File: config.mk
export PLATFORM = sky130hd
export DESIGN_NAME = palette_index_unpacker
export DESIGN_NICKNAME = d
export VERILOG_FILES = /design/src/rtl/palette_index_unpacker_pkg.sv /design/src/rtl/palette_index_unpacker_shaper_word_fifo.sv /design/src/rtl/palette_index_unpacker.sv
export SDC_FILE = /design/constraint.sdc
export NUM_CORES = 1
export LEC_CHECK = 0
export CORE_AREA = 2 2 122 124
export CTS_CLUSTER_SIZE = 8
export DETAILED_ROUTE_END_ITERATION = 16
export DIE_AREA = 0 0 124 126
export GPL_ROUTABILITY_DRIVEN = 0
export GPL_TIMING_DRIVEN = 1
export PLACE_DENSITY = 0.68
export SLEW_MARGIN = 10
export SYNTH_ARGS = -nofsm -noshare
export SYNTH_HDL_FRONTEND = slang
export SYNTH_SLANG_ARGS = --single-unit
File: constraint.sdc
create_clock -name aClock -period 3.1 [get_ports aClock]
set_input_delay 0.93 -clock aClock [delete_from_list [all_inputs] [get_ports aClock]]
set_output_delay 0.93 -clock aClock [all_outputs]
set_load 0.01 [all_outputs]
File: src/rtl/palette_index_unpacker_pkg.sv
// palette_index_unpacker_pkg: shared display-path constants and types
package palette_index_unpacker_pkg;
    localparam int DISPLAY_WORD_WIDTH = 32;
    localparam int DISPLAY_ID_WIDTH = 3;
    localparam int DISPLAY_PIXELS_PER_WORD = DISPLAY_WORD_WIDTH / DISPLAY_ID_WIDTH;
    typedef enum logic {EMPTY, ACTIVE} unpack_state_t;
    typedef logic [DISPLAY_ID_WIDTH-1:0] palette_id_t;
endpackage

File: src/rtl/palette_index_unpacker_shaper_word_fifo.sv
// shaper_word_fifo: synchronous word FIFO with occupancy count and flush
module shaper_word_fifo #(
    parameter int WIDTH = 32,
    parameter int DEPTH = 4
) (
    input  logic                     clk,
    input  logic                     rst,
    input  logic                     flush,
    input  logic                     push,
    input  logic                     pop,
    input  logic [WIDTH-1:0]         wdata,
    output logic [WIDTH-1:0]         rdata,
    output logic [$clog2(DEPTH):0]   count
);
    localparam int AW = $clog2(DEPTH);
    logic [WIDTH-1:0] mem [DEPTH];
    logic [AW-1:0] wr_ptr, rd_ptr;
    assign rdata = mem[rd_ptr];
    // storage needs no reset; pointers and count alone define which entries are live
    always_ff @(posedge clk)
        if (push) mem[wr_ptr] <= wdata;
    // pointer and occupancy bookkeeping; flush simply rewinds everything
    always_ff @(posedge clk or posedge rst)
        if (rst) begin
            wr_ptr <= '0;
            rd_ptr <= '0;
            count <= '0;
        end else if (flush) begin
            wr_ptr <= '0;
            rd_ptr <= '0;
            count <= '0;
        end else begin
            if (push) wr_ptr <= wr_ptr + 1'b1;
            if (pop) rd_ptr <= rd_ptr + 1'b1;
            count <= count + {{AW{1'b0}}, push} - {{AW{1'b0}}, pop};
        end
endmodule

File: src/rtl/palette_index_unpacker.sv
// palette_index_unpacker: buffers packed framebuffer words and emits one palette ID per pixel strobe
module palette_index_unpacker
    import palette_index_unpacker_pkg::*;
#(
    parameter int WORD_WIDTH = DISPLAY_WORD_WIDTH,
    parameter int ID_WIDTH = DISPLAY_ID_WIDTH,
    parameter int FIFO_DEPTH = 4
) (
    input  logic                  aClock,
    input  logic                  aReset,
    input  logic [WORD_WIDTH-1:0] aWordData,
    input  logic                  aWordValid,
    output logic                  anOutWordReady,
    input  logic                  aPixelRequest,
    input  logic                  aFrameStart,
    output logic [ID_WIDTH-1:0]   anOutPaletteID,
    output logic                  anOutPaletteValid,
    output logic                  anOutUnderflow
);
    localparam int PIXELS_PER_WORD = WORD_WIDTH / ID_WIDTH;
    localparam int PW = $clog2(PIXELS_PER_WORD);
    localparam int CW = $clog2(FIFO_DEPTH) + 1;
    localparam logic [PW-1:0] LAST_PIXEL = PW'(PIXELS_PER_WORD - 1);
    logic [CW-1:0] count;
    logic [WORD_WIDTH-1:0] head, word;
    logic [PW-1:0] pixel;
    unpack_state_t state;
    logic push, pop, has_word, last, serve;
    assign anOutWordReady = !aReset && !aFrameStart && count < CW'(FIFO_DEPTH);
    assign push = aWordValid && anOutWordReady;
    assign has_word = count != '0;
    assign last = pixel == LAST_PIXEL;
    assign serve = aPixelRequest && state == ACTIVE;
    // refill when idle, or chain straight into the next word on the final pixel
    assign pop = !aFrameStart && has_word && (state == EMPTY || (serve && last));
    shaper_word_fifo #(.WIDTH(WORD_WIDTH), .DEPTH(FIFO_DEPTH)) u_fifo (
        .clk(aClock),
        .rst(aReset),
        .flush(aFrameStart),
        .push(push),
        .pop(pop),
        .wdata(aWordData),
        .rdata(head),
        .count(count)
    );
    // current-word state machine with registered pixel, valid and sticky underflow outputs
    always_ff @(posedge aClock or posedge aReset)
        if (aReset) begin
            state <= EMPTY;
            word <= '0;
            pixel <= '0;
            anOutPaletteID <= '0;
            anOutPaletteValid <= 1'b0;
            anOutUnderflow <= 1'b0;
        end else if (aFrameStart) begin
            state <= EMPTY;
            word <= '0;
            pixel <= '0;
            anOutPaletteValid <= 1'b0;
            anOutUnderflow <= 1'b0;
        end else begin
            anOutPaletteValid <= serve;
            if (aPixelRequest && state == EMPTY) begin
                anOutPaletteID <= '0;
                anOutUnderflow <= 1'b1;
            end
            if (serve) anOutPaletteID <= ID_WIDTH'(word >> (pixel * ID_WIDTH));
            if (pop) begin
                word <= head;
                pixel <= '0;
                state <= ACTIVE;
            end else if (serve) begin
                pixel <= last ? '0 : pixel + 1'b1;
                if (last) begin
                    state <= EMPTY;
                    word <= '0;
                end
            end
        end
endmodule

# After elaboration in Yosys (flattened, before gate mapping)
# Memory sizes are Yosys's and may differ from the RTL's.
# Cells that the tools add are included.
# W data, S select, Z words.
# totals
wordCells	65
memories	1
out_inout_bits	6
in_bits	37
ramBits	128
regBits	49
# mem_list
name	words	word_bits	rd	rd_ports_with_merged_regs	write_ports	line	source
u_fifo.mem	4	32	1	0	1	palette_index_unpacker_shaper_word_fifo.sv:16	logic [WIDTH-1:0] mem [DEPTH];
# op_classes
magnitude_cmp	1
add_sub_neg	5
n_shift	1
reduce_logical	20
eq_ne	1
mux	24
mul	1
n_bitwise	2
# ops
op	n
$mux W32	4
$shr A32 B6 Y3	1
$mux W4	4
$mux W1	9
$mux W3	3
$reduce_bool A3 Y1	3
$logic_and A1 B1 Y1	8
$mux W2	4
$reduce_bool A2 Y1	4
$mul A4 B2 Y6 const B	1
$add A2 B1 Y2 const B	2
$add A4 B1 Y4 const B	1
$eq A4 B4 Y1 const B	1
$reduce_and A2 Y1	2
$add A3 B1 Y3	1
$lt A3 B3 Y1 const B	1
$sub A3 B1 Y3	1
$logic_not A1 Y1	2
$not A1 Y1	2
$logic_or A1 B1 Y1	1

# Depth between registers and ports, before layout
# Gate-level depths: netlist of the first run.
# depth
depth_word	7
depth_mapped	17

# Hierarchy
# Synthesis of the first run repeated with hierarchy kept, for this count alone.
# hier_totals
cells_unflattened	352
area_unflattened_um2	7054.3
# modules_own_cells
mod	cells_each	seq_area_each_um2	instances	area_per_inst_um2
shaper_word_fifo	205	4018.9	1	5088.6
palette_index_unpacker	147	1051.0	1	1965.6

# Least setup slack after synthesis of the first run
# OpenSTA, ideal clock, no wires.
# synth_path
path_type	reg2reg
start	register pixel[1]
end	register u_fifo.count[2]
synth_period_minus_slack_ns	2.933
t_arrival_ns	2.801
setup_time_ns	0.132
path_stages_with_launch	18
required_ns	2.968
setup_slack_ns	0.167
cell_sequence	dfrtp_1 > buf_2 > buf_2 > inv_1 > ha_1 > nand4b_1 > a21oi_2 > and2b_1 > buf_4 > buf_6 > ha_1 > inv_1 > ha_1 > inv_1 > fa_1 > xor2_1 > xnor2_1 > nor2_1
# synth_between
elab_chain_cells	6
# synth_lines
element	line	source
start: declaration	palette_index_unpacker.sv:26	logic [PW-1:0] pixel;
start signal: assignment	palette_index_unpacker.sv:73	pixel <= last ? '0 : pixel + 1'b1;
$eq A4 B4 Y1	palette_index_unpacker.sv:32	assign last = pixel == LAST_PIXEL;
$logic_and A1 B1 Y1	palette_index_unpacker.sv:35	assign pop = !aFrameStart && has_word && (state == EMPTY || (serve && last));
$logic_or A1 B1 Y1	palette_index_unpacker.sv:35	
$logic_and A1 B1 Y1	palette_index_unpacker.sv:35	
$sub A3 B1 Y3	palette_index_unpacker_shaper_word_fifo.sv:35	count <= count + {{AW{1'b0}}, push} - {{AW{1'b0}}, pop};
$mux W3	palette_index_unpacker_shaper_word_fifo.sv:28	end else if (flush) begin
end signal: assignment	palette_index_unpacker_shaper_word_fifo.sv:35	
end: declaration	palette_index_unpacker_shaper_word_fifo.sv:13	output logic [$clog2(DEPTH):0] count
# Every way passes these cells.
# A chain may end at the register's enable or synchronous reset.

# Worst setup path in the final report of the first run
# layout_path
start	input port aPixelRequest
end	register u_fifo.count[2]
# layout_between
elab_chain_cells	6
# layout_lines
element	line	source
start: declaration	palette_index_unpacker.sv:14	input logic aPixelRequest,
$logic_and A1 B1 Y1	palette_index_unpacker.sv:33	assign serve = aPixelRequest && state == ACTIVE;
$logic_and A1 B1 Y1	palette_index_unpacker.sv:35	
$logic_or A1 B1 Y1	palette_index_unpacker.sv:35	
$logic_and A1 B1 Y1	palette_index_unpacker.sv:35	
$sub A3 B1 Y3	palette_index_unpacker_shaper_word_fifo.sv:35	
$mux W3	palette_index_unpacker_shaper_word_fifo.sv:28	
# Every way passes these cells.

==> results of run 1 <==
==> state kept, by name (all words and copies together), names as in the netlist <==
| register | flops |
|---|---|
| u_fifo.rd_ptr | 2 |
| u_fifo.count | 3 |
| anOutPaletteID | 3 |
| state | 1 |
| u_fifo.wr_ptr | 2 |
| u_fifo.mem | 128 |
| anOutPaletteValid | 1 |
| word | 32 |
| pixel | 4 |
| anOutUnderflow | 1 |
==> metrics by stage <==
stage	setup TNS [ps]	setup WS [ps]	hold slack [ps]
2_1_floorplan	0	167	465
3_3_place_gp	-34.5	-34.5	483
3_5_place_dp	-176	-176	489
4_1_cts	0	31.6	507
5_1_grt	0	90.8	516
6_report	0	272	506
==> cells in the final DEF (no fill, tap or decap), types with 4 or more instances in the layout <==
cell and n:
and3_1 4, nand2_1 7, nor3_1 4, inv_1 7, ha_1 8, dfrtp_1 48, nor2_1 7, clkbuf_16 18
clkdlybuf4s50_1 41, mux4_2 36, edfxtp_1 128, a22o_1 32, mux2i_1 6, buf_12 5, buf_4 12, nand3_1 6
==> worst max-delay path, stage by stage <==
cell             delay, ps
clkdlybuf4s50_1        480
nand4b_1               140
a21oi_2                190
and2b_1                160
ha_1                   230
inv_1                   70
ha_1                   140
inv_1                   50
fa_1                   370
xor2_1                 180
xnor2_1                140
nor2_1                  50
==> per-layer routing <==
layer / global-route usage [%] / vias to the layer above
li1: - / 1551
met1: 24.1 / 1775
met2: 26.3 / 60
met3: 4.17 / 16
met4: 6.01 / 0
met5: 0 / -
==> worst max-delay path by stage <==
stage	from	endpoint	slack [ps]
2_1_floorplan	pixel[1]	u_fifo.count[2]	170
3_3_place_gp	aPixelRequest	u_fifo.count[2]	-30
3_5_place_dp	aPixelRequest	u_fifo.count[2]	-180
4_1_cts	aFrameStart	anOutWordReady	30
5_1_grt	aPixelRequest	u_fifo.count[2]	90
6_report	aPixelRequest	u_fifo.count[2]	270
==> timing repair <==
item,CTS,global route
buffers inserted,0,0
resized for setup,0,1
endpoints found under the hold margin,0,0
setup endpoints to repair,0,1
==> cell families after synthesis <==
kind of cell / count (synthesis) / synth area share [%]
flip-flops: 177 / 72.8
AO/OA/AOI/OAI: 47 / 5.71
multiplexers: 44 / 12.8
AND/OR/NAND/NOR: 44 / 3.59
buffers and inverters: 30 / 2.57
adder cells (fa/ha/maj): 9 / 1.73
XOR/XNOR: 6 / 0.755
==> where the power goes <==
part           switching [mW]  total (mW)  internal [mW]
combinational           0.578        1.22          0.639
clock                   0.822        2.12           1.30
sequential              0.208        3.02           2.81
total                    1.61        6.36           4.75
==> cell type report <==
| cell class | count | area, µm² |
|---|---|---|
| Multi-Input combinational cell | 150 | 1710 |
| Sequential cell | 177 | 5070 |
| Fill cell | 1111 | 6050 |
| Inverter | 8 | 30.0 |
| Clock buffer | 24 | 503 |
| Tap cell | 184 | 230 |
| Timing Repair Buffer | 59 | 613 |
| Clock inverter | 8 | 98.8 |
==> results.yml, run 1 <==
status:
  status: "completed"
detailed_routing:
  top_layer_used: "met4"
  vias: 3402
  drc: 0
  drt_iter0_markers: 279
  met1_length_um: 5390
  dr_wl_met3_um: 535
  drt-wirelength-per-cell_um: 19.7
  vias_per_cell: 5.58
  detailedRoute.firstPassIterationCount: 4
  wl_met2_um: 5910
  postRouteAntennaNets: 0
  drt-total-wl_um: 12000
clock_network:
  cts_buffers: 17
  clockBufferDepth: 2
  cts-root-buf: "clkbuf_16"
  clk_transition_reported_paths_ps: 60
  cts_tree: "built"
  cts_hold_buf: 0
  clkLatencyLatePin_ps: 420
  tritoncts_num_sinks: 177
  htree_levels: 4
synth:
  syn_area_um2: 6960
  synth_area_per_cell_um2: 19.5
  synthesis.nets: 403
  yosysTopAreaCell: "edfxtp_1"
  ys_top_cells_by_area: "edfxtp_1 55%, dfrtp_1 18%, mux4_2 12%, a22o_1 4.0%, ha_1 1.4%"
  synth.most_common_cell: "edfxtp_1"
  synth_ff_type: "edfxtp_1"
  ys_seq_area_share_pct: 72.8
  synth_seq_cells: 177
  synth.distinct_cells: 41
  yosys-top-cells-count: "128 x edfxtp_1, 49 x dfrtp_1, 36 x mux4_2"
  yosysTopAreaCellShare_pct: 55.2
  synth_edf_count: 128
  syn_inst: 357
  async_flop_share_pct: 27.7
  yosysWarningCount: 0
critical_path:
  reg2reg_depth: 13
  crit_fanout: 2
  rr_startpoint: "pixel[1]"
  critical_path_class: "in2reg"
  arrival_ps: 3130
  cp-start-kind: "primary input"
  crit-reg2reg-capture: "u_fifo.count[2]"
  cp_data_required_time_ps: 3400
  endpoint_kind: "register"
  r2r_setup_slack_ps: 600
hold_path:
  hold_class: "reg2reg"
  min_from: "word[2]"
  min_to: "word[2]"
  whs_path_depth: 1
power:
  finalPower_mw: 6.36
  peakVddDrop_mv: 0.410
  p_per_area_nw_per_um2: 770
  cellLeakagePower_nw: 2.95
placement:
  dpl.hpwl_um: 7260
  dp.cells: 578
  io_buffer_count: 42
  place_area_um2: 7660
floorplan:
  die_w_um: 124
  ios: 43
  core.rowCount: 44
  die_y_um: 126
  core_um2: 14300
  die-area_um2: 15600
  start_util_pct: 48.6
finish:
  final_core_util_pct: 57.7
  drive_above_1_share_pct: 21.8
  diodes: 0
  layout.nets: 459
  syn_to_final_growth_pct: 18.6
  final_cells: 610
  final_cell_area_um2: 8260
sta:
  setup_violations: 0
  max-slew-margin-rel_pct: 47.8
  worst_pin_slew_ps: 782
  clock_skew_ps: 5.93
  hold_violations: 0
  period_share_pct: 91.2
  drv_slew: 0
  min_period_ps: 2830
  rsz0062_at_grt: "false"
  max_freq_mhz: 354
global_route:
  gr-usage-all-layers_pct: 17.1
  grt_pass1_wl_um: 19500
  grt_pass1_vias: 3576
  grt_max_degree: 34
  antenna_found_initial: 0
  overflow: 0
flow_run:
  maxCapViolations: 0
Power figures use the tool's default switching activity.
==> inputs of run 2 (changes only) <==
--- a/config.mk
+++ b/config.mk
@@ -5,13 +5,14 @@
 export SDC_FILE = /design/constraint.sdc
 export NUM_CORES = 1
 export LEC_CHECK = 0
+export CAP_MARGIN = 20
 export CORE_AREA = 2 2 122 124
 export CTS_CLUSTER_SIZE = 8
 export DETAILED_ROUTE_END_ITERATION = 16
 export DIE_AREA = 0 0 124 126
 export GPL_ROUTABILITY_DRIVEN = 0
 export GPL_TIMING_DRIVEN = 1
-export PLACE_DENSITY = 0.68
+export PLACE_DENSITY = 0.66
 export SLEW_MARGIN = 10
 export SYNTH_ARGS = -nofsm -noshare
 export SYNTH_HDL_FRONTEND = slang
==> constraint.sdc (replaced) <==
create_clock -name aClock -period 3.3 [get_ports aClock]
set_input_delay 0.99 -clock aClock [delete_from_list [all_inputs] [get_ports aClock]]
set_output_delay 0.99 -clock aClock [all_outputs]
set_load 0.01 [all_outputs]
==> results.yml, run 2 (same netlist as run 1, synthesis figures left out) <==
sta:
  max_freq_mhz: 311
  min_period_ps: 3210
  drv_slew: 0
  hold_violations: 0
  setup_violations: 0
  rsz0062_at_grt: "false"
  clock_skew_ps: 5.74
  worst_pin_slew_ps: 659
  max-slew-margin-rel_pct: 56.0
  layout_setup_ws_ps: 89.4
  period_share_pct: 97.3
detailed_routing:
  postRouteAntennaNets: 0
  drc: 0
  drt-wirelength-per-cell_um: 19.6
  detailedRoute.firstPassIterationCount: 4
  drt_iter0_markers: 186
  vias_per_cell: 5.50
  vias: 3348
  drt-total-wl_um: 12000
global_route:
  gr-usage-all-layers_pct: 16.7
  antenna_found_initial: 0
  grt_max_degree: 33
  grt_pass1_wl_um: 19000
  overflow: 0
  grt_pass1_vias: 3538
critical_path:
  crit_chain: "clkdlybuf4s50_1 > nor3_2 > clkdlybuf4s50_1"
  endpoint_kind: "primary output"
  crit_buf_inv: 2
  critical_path_class: "in2out"
  cp_slowest_stage_delay_ps: 560
  critical_path.top_delay_family: "buffers and inverters"
  crit_path_top_delay_cell: "clkdlybuf4s50_1"
  cpMostUsedCell: "clkdlybuf4s50_1"
  cp_data_required_time_ps: 2310
  crit_fanout: 3
  cp-start-kind: "primary input"
  arrival_ps: 2220
clock_network:
  cts-root-buf: "clkbuf_16"
  clkLatencyLatePin_ps: 420
  clockBufferDepth: 2
  cts_buffers: 17
  post_cts_buffers: 0
  tritoncts_num_sinks: 177
  clk_transition_reported_paths_ps: 60
  cts_tree: "built"
  cts_resized: 0
  cts_hold_buf: 0
  htree_levels: 4
finish:
  final_core_util_pct: 57.4
  syn_to_final_growth_pct: 18.0
  largest_reg_flops: 128
  layout.nets: 459
  final_cells: 609
  final_common_cell: "edfxtp_1"
  diodes: 0
  drive_above_1_share_pct: 20.5
  layout_common_cells: "128 x edfxtp_1, 48 x dfrtp_1, 42 x clkdlybuf4s50_1"
  top_register: "u_fifo.mem"
  reg_top3: "u_fifo.mem: 128 flops, word: 32 flops, pixel: 4 flops"
power:
  seqPwrFrac_pct: 47.9
  peakVddDrop_mv: 0.585
  p_sw_mw: 1.49
  finalPower_mw: 5.92
  p_per_area_nw_per_um2: 720
  cellLeakagePower_nw: 2.91
  p_comb_share_pct: 19.5
  clkPwrFrac_pct: 32.6
  switching_share_pct: 25.1
  internal_power_mw: 4.43
floorplan:
  core_um2: 14300
  die-area_um2: 15600
  ios: 43
  die_y_um: 126
  die_w_um: 124
  start_util_pct: 48.6
  core.rowCount: 44
flow_run:
  maxCapViolations: 0
placement:
  dpl.hpwl_um: 7180
  io_buffer_count: 42
  place_ws_ps: -20.4
  dp.cells: 578
status:
  status: "completed"
hold_path:
  hold_class: "reg2reg"
[run 2: changes by cell type in the layout (fill, tap and decap cells not counted), sizes merged]
| cell | delta |
|---|---|
| bufinv | +1 |
| clkdlybuf4s50 | +1 |
| clkinv | -1 |
| clkinvlp | +1 |
| dlymetal6s2s | -1 |
| inv | -2 |
[run 2: power groups by stage]
stage | Combinational [mW] | Clock [mW] | Sequential [mW]
final | 1.15 | 1.93 | 2.83
after detailed placement | 1.17 | 0 | 2.87
after global placement | 1.14 | 0 | 2.86
after global routing | 1.27 | 2.05 | 2.87
after CTS | 1.18 | 1.97 | 2.83
after floorplan | 0.934 | 0 | 2.79
[run 2: metrics by stage]
step	TNS [ps]	instance area, µm²	hold slack (ps)
final	0	8220	505
after CTS	0	8220	505
after global placement	0	7660	483
after detailed placement	-20.4	7660	490
after floorplan	0	6960	465
after global routing	0	8220	523
[run 2: area by class of cell]
type	instances	area (µm²)
Sequential cell	177	5070
Timing Repair Buffer	59	611
Tap cell	184	230
Multi-Input combinational cell	150	1710
Clock buffer	24	452
Fill cell	1055	6090
Inverter	8	30.0
Clock inverter	7	111
[run 2: metal layers]
layer	GRT usage (%)	vias to the layer above	wire length, µm
li1	-	1539	-
met1	23.2	1731	5420
met2	26.1	67	5950
met3	4.08	11	459
met4	5.95	0	131
met5	0	-	0
[run 2: worst paths after layout]
kind | slack (ps) | cells after the start | from | endpoint
worst max register to register | 810 | 11 | pixel[2] | u_fifo.count[2]
worst max-delay path | 90 | 3 | aFrameStart | anOutWordReady
max in group asynchronous | 1860 | 3 | aReset | anOutPaletteID[0]
min in group asynchronous | 880 | 2 | aReset | u_fifo.wr_ptr[1]
worst min-delay path | 500 | 1 | word[19] | word[19]
worst min register to register | 500 | 1 | word[19] | word[19]
